**config.mk**
```make
export PLATFORM = sky130hd
export DESIGN_NAME = distance_display_ctrl
export DESIGN_NICKNAME = d
export VERILOG_FILES = /design/src/rtl/distance_display_ctrl_pkg.sv /design/src/rtl/distance_display_ctrl_bin2bcd_seq.sv /design/src/rtl/distance_display_ctrl.sv
export SDC_FILE = /design/constraint.sdc
export NUM_CORES = 1
export LEC_CHECK = 0
export BUFFER_PORTS_ARGS = -buffer_cell sky130_fd_sc_hd__buf_4
export CORE_MARGIN = 3
export CORE_UTILIZATION = 40
export CTS_CLUSTER_SIZE = 25
export DETAILED_ROUTE_END_ITERATION = 16
export PLACE_DENSITY = 0.65
export SYNTH_ARGS = -nofsm -noshare
export SYNTH_HDL_FRONTEND = slang
export SYNTH_SLANG_ARGS = --single-unit
export TNS_END_PERCENT = 5
```
**constraint.sdc**
```tcl
create_clock -name i_Clk -period 4.3 [get_ports i_Clk]
set_input_delay 0.215 -clock i_Clk [delete_from_list [all_inputs] [get_ports i_Clk]]
set_output_delay 0.215 -clock i_Clk [all_outputs]
set_load 0.1 [all_outputs]
```
**src/rtl/distance_display_ctrl_pkg.sv**
```systemverilog
// Shared types and constants for the distance display controller.
// Holds the converter state enum and the double-dabble adjust helper.
package distance_display_ctrl_pkg;

   localparam int NUM_DIGITS   = 4;
   localparam int VALUE_W      = 14;
   localparam int SHIFT_CYCLES = 14;
   localparam int BCD_W        = 4 * NUM_DIGITS;

   localparam logic [VALUE_W-1:0] VALUE_MAX = 14'd9999;

   typedef enum logic [1:0] {
      IDLE   = 2'd0,
      LOAD   = 2'd1,
      SHIFT  = 2'd2,
      COMMIT = 2'd3
   } state_t;

   // Add 3 to every BCD nibble that is 5 or more.
   function automatic logic [BCD_W-1:0] dd_adjust(input logic [BCD_W-1:0] a);
      logic [BCD_W-1:0] r;
      r = a;
      for (int n = 0; n < NUM_DIGITS; n++) begin
         if (a[4*n +: 4] >= 4'd5) begin
            r[4*n +: 4] = a[4*n +: 4] + 4'd3;
         end
      end
      return r;
   endfunction

endpackage

```
**src/rtl/distance_display_ctrl_bin2bcd_seq.sv**
```systemverilog
// Sequential double-dabble converter: LOAD, 14 SHIFT steps, COMMIT.
// The sampled value is clamped to 9999 and the clamp is flagged.
import distance_display_ctrl_pkg::*;

module bin2bcd_seq (
   input  logic               i_Clk,
   input  logic               i_Rst,
   input  logic [VALUE_W-1:0] i_Value,
   input  logic               i_Valid,
   output logic [BCD_W-1:0]   o_Acc,
   output logic               o_Ovf,
   output logic               o_Commit,
   output logic               o_BusyNext
);

   localparam logic [3:0] CNT_LAST = 4'(SHIFT_CYCLES - 1);

   state_t             state_q, state_d;
   logic [VALUE_W-1:0] val_q, val_d;
   logic [VALUE_W-1:0] sr_q, sr_d;
   logic [BCD_W-1:0]   acc_q, acc_d;
   logic [3:0]         cnt_q, cnt_d;
   logic               ovf_q, ovf_d;
   logic               commit;

   // State and datapath registers.
   always_ff @(posedge i_Clk) begin
      if (i_Rst) begin
         state_q <= IDLE;
         val_q   <= '0;
         sr_q    <= '0;
         acc_q   <= '0;
         cnt_q   <= '0;
         ovf_q   <= 1'b0;
      end else begin
         state_q <= state_d;
         val_q   <= val_d;
         sr_q    <= sr_d;
         acc_q   <= acc_d;
         cnt_q   <= cnt_d;
         ovf_q   <= ovf_d;
      end
   end

   // Next-state and datapath step for each converter state.
   always_comb begin
      state_d = state_q;
      val_d   = val_q;
      sr_d    = sr_q;
      acc_d   = acc_q;
      cnt_d   = cnt_q;
      ovf_d   = ovf_q;
      commit  = 1'b0;
      unique case (state_q)
         IDLE: begin
            if (i_Valid) begin
               val_d   = i_Value;
               state_d = LOAD;
            end
         end
         LOAD: begin
            ovf_d   = (val_q > VALUE_MAX);
            sr_d    = (val_q > VALUE_MAX) ? VALUE_MAX : val_q;
            acc_d   = '0;
            cnt_d   = '0;
            state_d = SHIFT;
         end
         SHIFT: begin
            {acc_d, sr_d} = {dd_adjust(acc_q), sr_q} << 1;
            cnt_d = cnt_q + 4'd1;
            if (cnt_q == CNT_LAST) begin
               state_d = COMMIT;
            end
         end
         COMMIT: begin
            commit  = 1'b1;
            state_d = IDLE;
         end
         default: state_d = IDLE;
      endcase
   end

   assign o_Acc      = acc_q;
   assign o_Ovf      = ovf_q;
   assign o_Commit   = commit;
   assign o_BusyNext = (state_d != IDLE);

endmodule

```
**src/rtl/distance_display_ctrl.sv**
```systemverilog
// Four-digit multiplexed distance display with sequential BCD conversion.
// Digits only update on commit; scan and blanking run continuously.
import distance_display_ctrl_pkg::*;

module distance_display_ctrl #(
   parameter int SCAN_DIV = 50000,
   parameter bit BLANK_LZ = 1'b1
) (
   input  logic               i_Clk,
   input  logic               i_Rst,
   input  logic [VALUE_W-1:0] i_Value,
   input  logic               i_Valid,
   output logic [3:0]         o_Bcd,
   output logic [3:0]         o_Sel,
   output logic               o_Busy,
   output logic               o_Done,
   output logic               o_Ovf,
   output logic               o_Drop
);

   localparam logic [19:0] SCAN_LAST = 20'(SCAN_DIV - 1);

   logic [BCD_W-1:0] conv_acc;
   logic             conv_ovf;
   logic             conv_commit;
   logic             conv_busy_d;

   logic [19:0]      cnt_q;
   logic [1:0]       idx_q;
   logic [BCD_W-1:0] digits_q;
   logic             busy_q, done_q, ovf_q, drop_q;
   logic [3:0]       bcd_q, sel_q;

   logic [NUM_DIGITS-1:0] blank;
   logic                  zero_above;
   logic [3:0]            bcd_d, sel_d;

   bin2bcd_seq u_conv (
      .i_Clk      (i_Clk),
      .i_Rst      (i_Rst),
      .i_Value    (i_Value),
      .i_Valid    (i_Valid),
      .o_Acc      (conv_acc),
      .o_Ovf      (conv_ovf),
      .o_Commit   (conv_commit),
      .o_BusyNext (conv_busy_d)
   );

   // Free-running scan counter and digit index.
   always_ff @(posedge i_Clk) begin
      if (i_Rst) begin
         cnt_q <= '0;
         idx_q <= '0;
      end else if (cnt_q == SCAN_LAST) begin
         cnt_q <= '0;
         idx_q <= idx_q + 2'd1;
      end else begin
         cnt_q <= cnt_q + 20'd1;
      end
   end

   // Displayed digits and status flags, updated from the converter.
   always_ff @(posedge i_Clk) begin
      if (i_Rst) begin
         digits_q <= '0;
         busy_q   <= 1'b0;
         done_q   <= 1'b0;
         ovf_q    <= 1'b0;
         drop_q   <= 1'b0;
      end else begin
         busy_q <= conv_busy_d;
         done_q <= conv_commit;
         drop_q <= i_Valid && busy_q;
         if (conv_commit) begin
            digits_q <= conv_acc;
            ovf_q    <= conv_ovf;
         end
      end
   end

   // Leading-zero blanking and selection of the scanned digit.
   always_comb begin
      blank      = '0;
      zero_above = 1'b1;
      for (int n = NUM_DIGITS - 1; n >= 1; n--) begin
         zero_above = zero_above && (digits_q[4*n +: 4] == 4'd0);
         blank[n]   = BLANK_LZ && zero_above;
      end
      bcd_d = digits_q[{idx_q, 2'b00} +: 4];
      sel_d = blank[idx_q] ? 4'b1111 : ~(4'b0001 << idx_q);
   end

   // Registered display outputs.
   always_ff @(posedge i_Clk) begin
      if (i_Rst) begin
         bcd_q <= '0;
         sel_q <= 4'b1111;
      end else begin
         bcd_q <= bcd_d;
         sel_q <= sel_d;
      end
   end

   assign o_Bcd  = bcd_q;
   assign o_Sel  = sel_q;
   assign o_Busy = busy_q;
   assign o_Done = done_q;
   assign o_Ovf  = ovf_q;
   assign o_Drop = drop_q;

endmodule

```
==> impl_metrics.json <==
{
  "run_status": "complete, no violations",
  "cts_resized": 0,
  "regArea_um2": 2020,
  "rr_startpoint": "u_conv.state_q[0]$_SDFF_PP0_",
  "first_pass_iters": 7,
  "clk_latency_ps": 380,
  "synth_warnings": 0,
  "post-route-period-util_pct": 54.1,
  "yosysSeqAreaShare_pct": 45.7,
  "grt_pass1_wl_um": 15200,
  "min_from": "i_Value[12]",
  "critPathLaunch": "u_conv.state_q[0]$_SDFF_PP0_",
  "vias": 3422,
  "drv_cap": 0,
  "stdcell_area_um2": 4930,
  "synth_top_cell_area_share_pct": 45.7,
  "area_growth_pct": 11.6,
  "syn_area_um2": 4420,
  "setup_viol": 0,
  "core_area_um2": 10600,
  "clk_pin_slew_worst_paths_ps": 110,
  "htreeDepth": 3,
  "fin_skew_ps": 11.5,
  "die_area_um2": 12300,
  "ios": 29,
  "postSynthAreaPerCell_um2": 9.00,
  "placed_cell_area_um2": 4730,
  "drive_gt1_share_pct": 11.5,
  "end_kind": "register",
  "grt_start_max_net_pins": 70,
  "setup_tns_ps": 0,
  "grt_pass1_vias": 3198,
  "worstPathRequired_ps": 4610,
  "synth_nets": 528,
  "multi_input_area_um2": 2230,
  "worst-setup-path-type": "reg2reg",
  "final_nets": 546,
  "period_minus_slack_ps": 2330,
  "post-synth-top-area-cell": "dfxtp_1",
  "critPathLaunchType": "register",
  "maxSlewViolCount": 0,
  "place_congestion": 0.791,
  "fin_hold_ws_ps": 66.5,
  "cts-root-buf": "clkbuf_8",
  "fin_util_pct": 46.8,
  "ys_ff_latch": 101,
  "critical-path-max-stage-delay_ps": 620,
  "cts_buffer_depth": 2,
  "start_util_pct": 41.9,
  "synth_flop_cell": "dfxtp_1",
  "p_leak_nw": 1.76,
  "synth_commonest_cells": "dfxtp_1, nor2_1, nand2_1, a21oi_1, o21ai_0",
  "p_per_area_nw_per_um2": 382,
  "tightest_slew_ps": 1060,
  "synth_edf_count": 0,
  "io_buffers": 28,
  "drt-initial-drc-count": 156,
  "insertedDiodeCount": 0,
  "cts.sinks": 101,
  "relSlewSlack_pct": 29.6,
  "dieHeight_um": 111,
  "vdd_drop_max_mv": 0.173,
  "postCtsHoldBufs": 0,
  "dp_hpwl_um": 6140,
  "yosysUniqueCellTypes": 48,
  "num_rows": 37,
  "cts_buffers": 9,
  "netlist_instances": 491,
  "rsz0062_at_grt": "false",
  "cp_top_family": "simple AND/OR/NAND/NOR gates",
  "worst_hold_path_type": "in2reg",
  "async_flop_share_pct": 0,
  "cp.arrival_ps": 2640,
  "grt.overflow.total": 0,
  "wirelength_um": 8820,
  "ant_nets": 0,
  "route.detailed.drc": 0,
  "yosys-top-cells-area": "dfxtp_1, ha_1, a21oi_1, nor2_1, mux2i_1",
  "viasPerCell": 5.26,
  "postCtsSetupBuffers": 0,
  "cp.buffers_inverters": 3,
  "n_fill_cell": 1066,
  "fmax_mhz": 430,
  "path_cells": "inv_1, ha_1, buf_4, clkinv_1, nor2_1, nor4b_1, o2bb2ai_1",
  "die_w_um": 111,
  "cp_slowest_cell": "nor4b_1",
  "cts_tree": "yes",
  "hold_viol_final": 0,
  "post-synth-top-count-cell": "dfxtp_1",
  "crit_path_max_fanout": 29,
  "grt_usage_pct": 14.8,
  "antenna_found_initial": 0,
  "routedWlPerCell_um": 13.6
}
-- sequential cells by signal, summed over array words and instances (netlist names), 2 cells and up --
| register | cells |
|---|---|
| cnt_q | 20 |
| digits_q | 16 |
| idx_q | 2 |
| o_Bcd | 4 |
| o_Sel | 4 |
| u_conv.cnt_q | 4 |
| u_conv.o_Acc | 16 |
| u_conv.sr_q | 14 |
| u_conv.state_q | 2 |
| u_conv.val_q | 14 |
-- worst reg2reg max path: cells and delay by family (launching register included) --
kind                       cells  cell delay (ps)
buffers and inverters          3              510
AOI/OAI and AO/OA              1              190
and+or+nand+nor                2              870
adders and majority gates      1              280
DFF                            1              410
-- cells in the final DEF, fill, tap and decap left out, types with 3 or more instances in the layout --
cell type / netlist / final
nand3_1: 13 / 13
xor2_1: 5 / 5
inv_1: 19 / 19
nor3b_1: 3 / 3
mux2i_1: 20 / 20
clkbuf_8: 0 / 9
nor3_1: 5 / 5
o32a_1: 3 / 3
o211ai_1: 3 / 3
nand4_1: 6 / 6
o21ai_0: 23 / 23
mux4_2: 4 / 4
mux2_2: 4 / 4
a21oi_1: 45 / 45
ha_1: 20 / 20
or3_1: 7 / 7
nand2b_1: 4 / 4
nor4_1: 8 / 8
a32oi_1: 4 / 4
buf_4: 0 / 31
nand2_1: 49 / 49
o2bb2ai_1: 4 / 4
a211oi_1: 4 / 4
dfxtp_1: 101 / 101
xnor2_1: 15 / 15
o31ai_1: 5 / 5
nor2_1: 55 / 55
and2_1: 5 / 5
and3_1: 10 / 10
-- layout make-up --
cell class	instances	share of cell area (%)
clock buffers	9	2.51
clock inverters	7	1.60
inverters	20	1.52
multi-input cells	346	45.2
flip-flops and latches	101	41.0
well taps	136	3.45
repair buffers	31	4.72
-- per-layer routing --
layer / wire length, µm / GRT usage [%] / part of all wire, % / vias to the layer above
met3: 230 / 2.84 / 2.6 / 17
li1: - / - / - / 1745
met4: 240 / 7.70 / 2.7 / 0
met2: 4070 / 23.1 / 46 / 46
met1: 4270 / 19.5 / 48 / 1614
met5: 0 / 0 / 0 / -
-- cells by family after synthesis --
logic type | synth area share (%)
muxes | 7.59
xor gates and xnor gates | 3.96
adders and majority gates | 5.66
AOI/OAI and AO/OA | 13.4
and+or+nand+nor | 19.9
buffers and inverters | 3.76
DFF | 45.7
-- path summary, 6_finish.rpt --
check | to | cells after the start | slack [ps]
worst max-delay path | u_conv.sr_q[7]$_SDFFE_PP0P_ | 7 | 1970
worst min register to register | u_conv.val_q[0]$_SDFFE_PP0P_ | 2 | 460
worst min-delay path | u_conv.val_q[12]$_SDFFE_PP0P_ | 3 | 70
worst max register to register | u_conv.sr_q[7]$_SDFFE_PP0P_ | 7 | 1970
-- through the flow --
stage,worst slack [ps],instances,power [mW]
after floorplan,2500,491,1.22
after global placement,2180,634,1.28
after detailed placement,2010,634,1.29
after CTS,1990,650,1.91
after global routing,1750,650,1.98
final,1970,650,1.89
-- power breakdown --
| part | internal [mW] | switching (mW) | leakage, nW |
|---|---|---|---|
| Combinational | 0.0850 | 0.175 | 0.839 |
| Sequential | 0.975 | 0.0273 | 0.818 |
| Clock | 0.276 | 0.348 | 0.0982 |
| Total | 1.34 | 0.550 | 1.76 |
No activity file was read; power rests on OpenSTA's default activity.
